===== src/rtl/registers_bank_dump_ctrl_pkg.sv =====
// -----------------------------------------------------------------------------
// registers_bank_dump_ctrl_pkg
// Shared definitions for the register-bank dump controller: FSM state encoding
// and the bytes-per-word helper used to size the byte counter.
// -----------------------------------------------------------------------------
package registers_bank_dump_ctrl_pkg;

    typedef enum logic [2:0] {
        ST_IDLE    = 3'd0,
        ST_ADDR    = 3'd1,
        ST_LATCH   = 3'd2,
        ST_SEND    = 3'd3,
        ST_WAIT_TX = 3'd4,
        ST_DONE    = 3'd5
    } dump_state_e;

    localparam int DEF_NB_DATA = 32;
    localparam int DEF_NB_BYTE = 8;

    function automatic int bytes_per_word(input int nb_data, input int nb_byte);
        return nb_data / nb_byte;
    endfunction

    localparam int BYTES_PER_WORD = bytes_per_word(DEF_NB_DATA, DEF_NB_BYTE);

endpackage


===== src/rtl/registers_bank_dump_ctrl.sv =====
// -----------------------------------------------------------------------------
// registers_bank_dump_ctrl
// Takes over register-bank port A on request and streams r0..r(BANK_DEPTH-1)
// to the debug UART transmitter, MSB byte first, one byte per start/done
// handshake. While idle, port A is a transparent pass-through of the pipeline.
//
// Ports:
//   i_clock, i_reset        clock, synchronous active-high reset
//   i_start                 dump request (only honoured in IDLE)
//   i_pipe_read_reg_a       pipeline port-A address
//   i_pipe_jr_jalr          pipeline jr/jalr select
//   i_data_a                bank port-A read data (1-cycle registered read)
//   i_tx_done               transmitter finished the current byte (pulse)
//   o_read_reg_a            address to bank port A
//   o_jr_jalr               jr/jalr select to bank (forced 0 while dumping)
//   o_tx_start, o_tx_data   byte-send pulse and byte
//   o_busy                  dump in progress; pipeline must stay halted
//   o_done                  pulse after the last byte is acknowledged
// -----------------------------------------------------------------------------
module registers_bank_dump_ctrl
    import registers_bank_dump_ctrl_pkg::*;
#(
    parameter int NB_DATA    = 32,
    parameter int NB_ADDR    = 5,
    parameter int BANK_DEPTH = 32,
    parameter int NB_BYTE    = 8
) (
    input  logic               i_clock,
    input  logic               i_reset,
    input  logic               i_start,
    input  logic [NB_ADDR-1:0] i_pipe_read_reg_a,
    input  logic               i_pipe_jr_jalr,
    input  logic [NB_DATA-1:0] i_data_a,
    input  logic               i_tx_done,
    output logic [NB_ADDR-1:0] o_read_reg_a,
    output logic               o_jr_jalr,
    output logic               o_tx_start,
    output logic [NB_BYTE-1:0] o_tx_data,
    output logic               o_busy,
    output logic               o_done
);

    localparam int BPW   = bytes_per_word(NB_DATA, NB_BYTE);
    localparam int CNT_W = (BPW > 1) ? $clog2(BPW) : 1;
    // One extra bit so that BANK_DEPTH = 2^NB_ADDR never wraps the index.
    localparam int IDX_W = NB_ADDR + 1;

    localparam logic [CNT_W-1:0] LAST_BYTE = CNT_W'(BPW - 1);
    localparam logic [IDX_W-1:0] LAST_REG  = IDX_W'(BANK_DEPTH - 1);

    dump_state_e        state_q, state_d;
    logic [IDX_W-1:0]   reg_idx_q, reg_idx_d;
    logic [CNT_W-1:0]   byte_cnt_q, byte_cnt_d;
    logic [NB_DATA-1:0] shift_q, shift_d;
    logic               tx_start_q, tx_start_d;
    logic               done_q, done_d;
    logic               busy_q, busy_d;

    always_comb begin
        state_d    = state_q;
        reg_idx_d  = reg_idx_q;
        byte_cnt_d = byte_cnt_q;
        shift_d    = shift_q;

        case (state_q)
            ST_IDLE: begin
                if (i_start) begin
                    state_d    = ST_ADDR;
                    reg_idx_d  = '0;
                    byte_cnt_d = '0;
                end
            end
            ST_ADDR: begin
                // Bank samples the address on the edge that leaves this state.
                state_d = ST_LATCH;
            end
            ST_LATCH: begin
                shift_d = i_data_a;
                state_d = ST_SEND;
            end
            ST_SEND: begin
                state_d = ST_WAIT_TX;
            end
            ST_WAIT_TX: begin
                if (i_tx_done) begin
                    if (byte_cnt_q != LAST_BYTE) begin
                        shift_d    = shift_q << NB_BYTE;
                        byte_cnt_d = byte_cnt_q + CNT_W'(1);
                        state_d    = ST_SEND;
                    end else if (reg_idx_q < LAST_REG) begin
                        reg_idx_d  = reg_idx_q + IDX_W'(1);
                        byte_cnt_d = '0;
                        state_d    = ST_ADDR;
                    end else begin
                        state_d = ST_DONE;
                    end
                end
            end
            ST_DONE: begin
                state_d = ST_IDLE;
            end
            default: begin
                state_d = ST_IDLE;
            end
        endcase

        // Outputs are decoded from the next state so they come out of flops
        // aligned with the state they belong to.
        tx_start_d = (state_d == ST_SEND);
        done_d     = (state_d == ST_DONE);
        busy_d     = (state_d != ST_IDLE);
    end

    always_ff @(posedge i_clock) begin
        if (i_reset) begin
            state_q    <= ST_IDLE;
            reg_idx_q  <= '0;
            byte_cnt_q <= '0;
            shift_q    <= '0;
            tx_start_q <= 1'b0;
            done_q     <= 1'b0;
            busy_q     <= 1'b0;
        end else begin
            state_q    <= state_d;
            reg_idx_q  <= reg_idx_d;
            byte_cnt_q <= byte_cnt_d;
            shift_q    <= shift_d;
            tx_start_q <= tx_start_d;
            done_q     <= done_d;
            busy_q     <= busy_d;
        end
    end

    // Port-A ownership mux: pipeline when idle, dump index otherwise. jr/jalr
    // is forced low during a dump so r31 is never substituted for the index.
    always_comb begin
        if (state_q == ST_IDLE) begin
            o_read_reg_a = i_pipe_read_reg_a;
            o_jr_jalr    = i_pipe_jr_jalr;
        end else begin
            o_read_reg_a = reg_idx_q[NB_ADDR-1:0];
            o_jr_jalr    = 1'b0;
        end
    end

    assign o_tx_start = tx_start_q;
    assign o_tx_data  = shift_q[NB_DATA-1 -: NB_BYTE];
    assign o_busy     = busy_q;
    assign o_done     = done_q;

endmodule

===== config.mk =====
export PLATFORM = sky130hd
export DESIGN_NAME = registers_bank_dump_ctrl
export DESIGN_NICKNAME = d
export VERILOG_FILES = /design/src/rtl/registers_bank_dump_ctrl_pkg.sv /design/src/rtl/registers_bank_dump_ctrl.sv
export SDC_FILE = /design/constraint.sdc
export NUM_CORES = 1
export LEC_CHECK = 0
export CORE_ASPECT_RATIO = 0.6
export CORE_MARGIN = 2
export CORE_UTILIZATION = 35
export CTS_CLUSTER_DIAMETER = 100
export DETAILED_ROUTE_END_ITERATION = 8
export PLACE_DENSITY = 0.58
export SYNTH_ARGS = -nofsm -noshare
export SYNTH_HDL_FRONTEND = slang
export SYNTH_SLANG_ARGS = --single-unit

===== constraint.sdc =====
create_clock -name i_clock -period 4.3 [get_ports i_clock]
set_input_delay 0.86 -clock i_clock [delete_from_list [all_inputs] [get_ports i_clock]]
set_output_delay 0.86 -clock i_clock [all_outputs]
set_load 0.02 [all_outputs]

=== Yosys cells after proc, flatten, opt, wreduce, memory -nomap -nowiden ===
Index checks and enable logic that the tools add are counted.

* Bits of input ports: 42
* Output and inout port bits: 17
* Bits in registers: 46
* Logic and storage cells: 50

* Equal/unequal tests: 13
* Order comparisons: 1
* Add/sub/neg operators: 2
* Muxes and demuxes: 20
* Reductions and logical operators: 7

{| class="wikitable"
|+ Operators by type and width
! operator !! number
|-
| $mux W32 || 2
|-
| $pmux W32 S2 || 1
|-
| $mux W6 || 4
|-
| $pmux W3 S5 || 1
|-
| $mux W3 || 4
|-
| $ne A2 B2 Y1 const B || 6
|-
| $pmux W6 S2 || 1
|-
| $eq A3 B2 Y1 const B || 3
|-
| $mux W2 || 4
|-
| $add A6 B1 Y6 const B || 1
|-
| $eq A3 B3 Y1 const B || 2
|-
| $lt A6 B5 Y1 const B || 1
|-
| $mux W5 || 1
|-
| $reduce_and A5 Y1 || 1
|-
| $pmux W2 S2 || 1
|-
| $reduce_and A4 Y1 || 1
|-
| $reduce_bool A2 Y1 || 2
|-
| $eq A3 B1 Y1 const B || 1
|-
| $logic_not A3 Y1 || 1
|-
| $ne A3 B3 Y1 const B || 1
|-
| $reduce_and A3 Y1 || 1
|-
| $reduce_bool A3 Y1 || 1
|-
| $add A2 B1 Y2 const B || 1
|-
| $mux W1 || 1
|}

=== Logic depth before layout (Yosys ltp) ===
* Depth after elaboration: 6
* Mapped depth: 6

=== Least setup slack after synthesis ===
Ideal clock, no wire load.

* Kind: register -> output
* Start: register state_q[0]
* End: output o_read_reg_a[0]
* Required time: 3.440 ns
* Data arrival time: 1.376 ns
* Setup slack: 2.064 ns
* Cell stages (with the launch flop): 5
* Cell sequence: dfxtp_1 > buf_6 > or2_4 > nor2_1 > mux2_2

* Longest elaborated chain between the ends: 2

{| class="wikitable"
|+ Ends and longest elaborated chain
! item !! RTL line !! text
|-
| start: declaration || registers_bank_dump_ctrl.sv:51 || <nowiki>dump_state_e state_q, state_d;</nowiki>
|-
| start signal: assignment || registers_bank_dump_ctrl.sv:124 || <nowiki>state_q <= state_d;</nowiki>
|-
| $logic_not A3 Y1 || registers_bank_dump_ctrl.sv:137 || <nowiki>if (state_q == ST_IDLE) begin</nowiki>
|-
| $mux W5 || registers_bank_dump_ctrl.sv:137 ||
|-
| end: declaration || registers_bank_dump_ctrl.sv:35 || <nowiki>output logic [NB_ADDR-1:0] o_read_reg_a,</nowiki>
|}

Every way passes these cells.

=== Final worst setup path ===
* Start: register state_q[0]
* End: output o_read_reg_a[2]

The elaborated chain is that of the path after synthesis.

==> reports/metrics.yaml <==
global_route:
  grt_pass1_vias: 1772
  grt_max_degree: 50
  grtUsageTotal_pct: 15.77
  antenna_found_initial: 0
  grt_pass1_wl_um: 8935
  grt-ovfl-total: 0
logic_synthesis:
  synth_compound_area_share_pct: 20.79
  syn_inst: 261
  yosysWarnings: 0
  synth_area_sq_um: 2311
  synthXorXnorAreaFrac_pct: 0.7580
  syn_nets: 305
  yosysSeqAreaShare_pct: 39.85
  synth.avg_cell_area_sq_um: 8.854
  synth_top_family_by_area: "simple AND/OR/NAND/NOR gates"
  async_flop_share_pct: 0
  synth.distinct_cells: 45
  synthFlopType: "dfxtp_1"
  synthSimpleGateAreaFrac_pct: 25.28
  synth_adder_area_share_pct: 1.083
  synth_edf_count: 0
  synth_seq_cells: 46
  synth_mux_area_share_pct: 2.870
power:
  swShare_pct: 29.64
  power.switching_mw: 0.3038
  seqPwrFrac_pct: 48.6
  internal_power_mw: 0.7212
  power_frac_comb_pct: 26.4
  leakage_nw: 1.006
  p_per_area_nw_per_um2: 355.3
  ir_worst_vdd_mv: 0.1843
  p_clk_share_pct: 25.0
setup_path:
  critPathTopFamily: "simple AND/OR/NAND/NOR gates"
  arrival_ns: 2.42
  endpoint_kind: "output pin"
  crit_chain: "or2_4, nor2_1, mux2_2, clkdlybuf4s50_1"
  worst-r2r-cell-count: 6
  required_ns: 3.44
  crit_type: "flip-flop to output pin"
  cp_slowest_stage_delay_ns: 0.55
  crit_buf_inv: 1
  cp.depth: 4
  cp-start-kind: "flip-flop"
  crit_slowest_cell: "clkdlybuf4s50_1"
  critPathMaxFanout: 11
drt:
  ant_nets: 0
  viasPerCell: 5.115
  drt-pass1-iter-count: 4
  route.detailed.drc: 0
  dr_total_vias: 1954
  first_iter_violations: 103
  wl_per_cell_um: 14.29
  route.final.wire_length_um: 5458
sta:
  fin_ws_ns: 1.022
  holdWs_ns: 0.4890
  period_share_pct: 76.23
  hold_viol_final: 0
  setup_tns_ns: 0
  report.final.slew_viol_count: 0
  relSlewSlack_pct: 46.50
  finClkSkew_ns: 0.003684
  worst_pin_slew_ns: 0.7999
  max_freq_mhz: 305.1
  min_period_ns: 3.278
  rsz0062_at_grt: "no"
  setup_viol: 0
cells_and_area:
  seq_area_sq_um: 920.9
  layout_commonest_cell: "clkdlybuf4s50_1"
  fillerInstances: 655
  multi_input_area_sq_um: 1174
  final_cell_mix: "58 x clkdlybuf4s50_1, 46 x dfxtp_1, 33 x nand2_1, 32 x nor2_1, 26 x nand3_1"
  final_cells: 382
  area_growth_pct: 24.85
  drive_gt1_share_pct: 8.389
  nets: 343
  post-route-util_pct: 46.18
  antenna-diode-count: 0
clock_tree:
  holdBufCountCts: 0
  cts_tree: "done"
  htreeDepth: 2
  insertion_delay_ns: 0.29
  cts_resized: 0
  cts_root_buffer: "clkbuf_8"
  cts_buffers: 5
  clock_path_buffers: 2
  path_clk_slew_ns: 0.08
  cts_setup_buffers: 0
  cts.sinks: 46
floorplanning:
  die_w_um: 108.9
  dieArea_sq_um: 7290
  rows: 22
  start_util_pct: 36.98
  io_pins: 59
  core-area_sq_um: 6248
  die_y_um: 66.94
place:
  place_hpwl_um: 3871
  placed_cells: 376
  placement.io_buffers: 58
  routabilityCongestion: 0.7835
  place_ws_ns: 1.329
run_status:
  outcome: "finished clean"
min_path:
  hold_depth: 2
  hold_path.class: "flip-flop to flip-flop"
flow_run:
  drv_cap: 0
## cell usage after synthesis (2+ instances only)
| library cell | n | area, sq um |
|---|---|---|
| nor3_1 | 2 | 10.01 |
| buf_4 | 10 | 75.07 |
| a211oi_1 | 3 | 22.52 |
| xnor2_1 | 2 | 17.52 |
| nor3_2 | 2 | 20.02 |
| nor2b_1 | 3 | 18.77 |
| and3b_1 | 2 | 17.52 |
| buf_6 | 8 | 90.09 |
| ha_1 | 2 | 25.02 |
| nand4_1 | 2 | 12.51 |
| nand3_1 | 26 | 130.1 |
| nor3b_1 | 2 | 15.01 |
| a311oi_1 | 24 | 210.2 |
| a22o_1 | 8 | 70.07 |
| nor2_1 | 32 | 120.1 |
| and2_1 | 3 | 18.77 |
| o21ai_0 | 6 | 30.03 |
| mux2_2 | 5 | 56.30 |
| dfxtp_1 | 46 | 920.9 |
| nand2_1 | 33 | 123.9 |
| clkbuf_1 | 7 | 26.28 |
| buf_2 | 4 | 20.02 |
| a31oi_1 | 2 | 12.51 |
| nand2b_1 | 2 | 12.51 |
| a21oi_1 | 5 | 25.02 |
## routing by layer
layer	wire, um	track usage (%)	part of all wire (%)	up-vias
met1	3027	24.49	55	884
met4	19	3.365	0.35	0
met2	2102	20.89	39	46
met3	308	4.305	5.6	2
li1	-	-	-	1022
met5	0	0	0	-
## power groups by stage
stage | Combinational (mW) | Sequential [mW] | Clock, mW
after floorplan | 0.205 | 0.499 | 0
after global placement | 0.270 | 0.507 | 0
after detailed placement | 0.272 | 0.508 | 0
after CTS | 0.272 | 0.498 | 0.269
after global routing | 0.300 | 0.504 | 0.284
final | 0.271 | 0.498 | 0.257
## logic make-up after synthesis
group                      after synthesis
xor gates and xnor gates                 2
adders and majority gates                2
muxes                                    6
DFF                                     46
buffers and inverters                   30
AOI/OAI and AO/OA                       59
and+or+nand+nor                        116
## through the flow
stage	cell area [sq um]	power, mW
global route	2885	1.087
floorplan	2311	0.7042
finish	2885	1.025
global placement	2803	0.7769
detailed placement	2803	0.7798
CTS	2885	1.039
## state kept, by name, summed over array words and instances, names as in the netlist
register	flops
shift_q	32
reg_idx_q	6
state_q	3
byte_cnt_q	2
o_busy	1
o_done	1
o_tx_start	1
## worst min-delay path, stage by stage (launching register included)
cell and delay (ns):
dfxtp_1 0.31, nand3_1 0.06, a311oi_1 0.07
## final timing paths
path	to	slack, ns	startpoint
max	o_read_reg_a[2]	1.02	state_q[0]
min	shift_q[29]	0.49	shift_q[21]
max reg2reg	shift_q[4]	2.16	state_q[2]
min reg2reg	shift_q[29]	0.49	shift_q[21]
## area by class of cell
cell class              count  share of cell area, %
flip-flops and latches     46                  31.92
multi-input cells         185                  40.68
well taps                  84                  3.643
clock buffers               6                  2.862
repair buffers             61                  20.90
No activity file was read; power rests on OpenSTA's default activity.
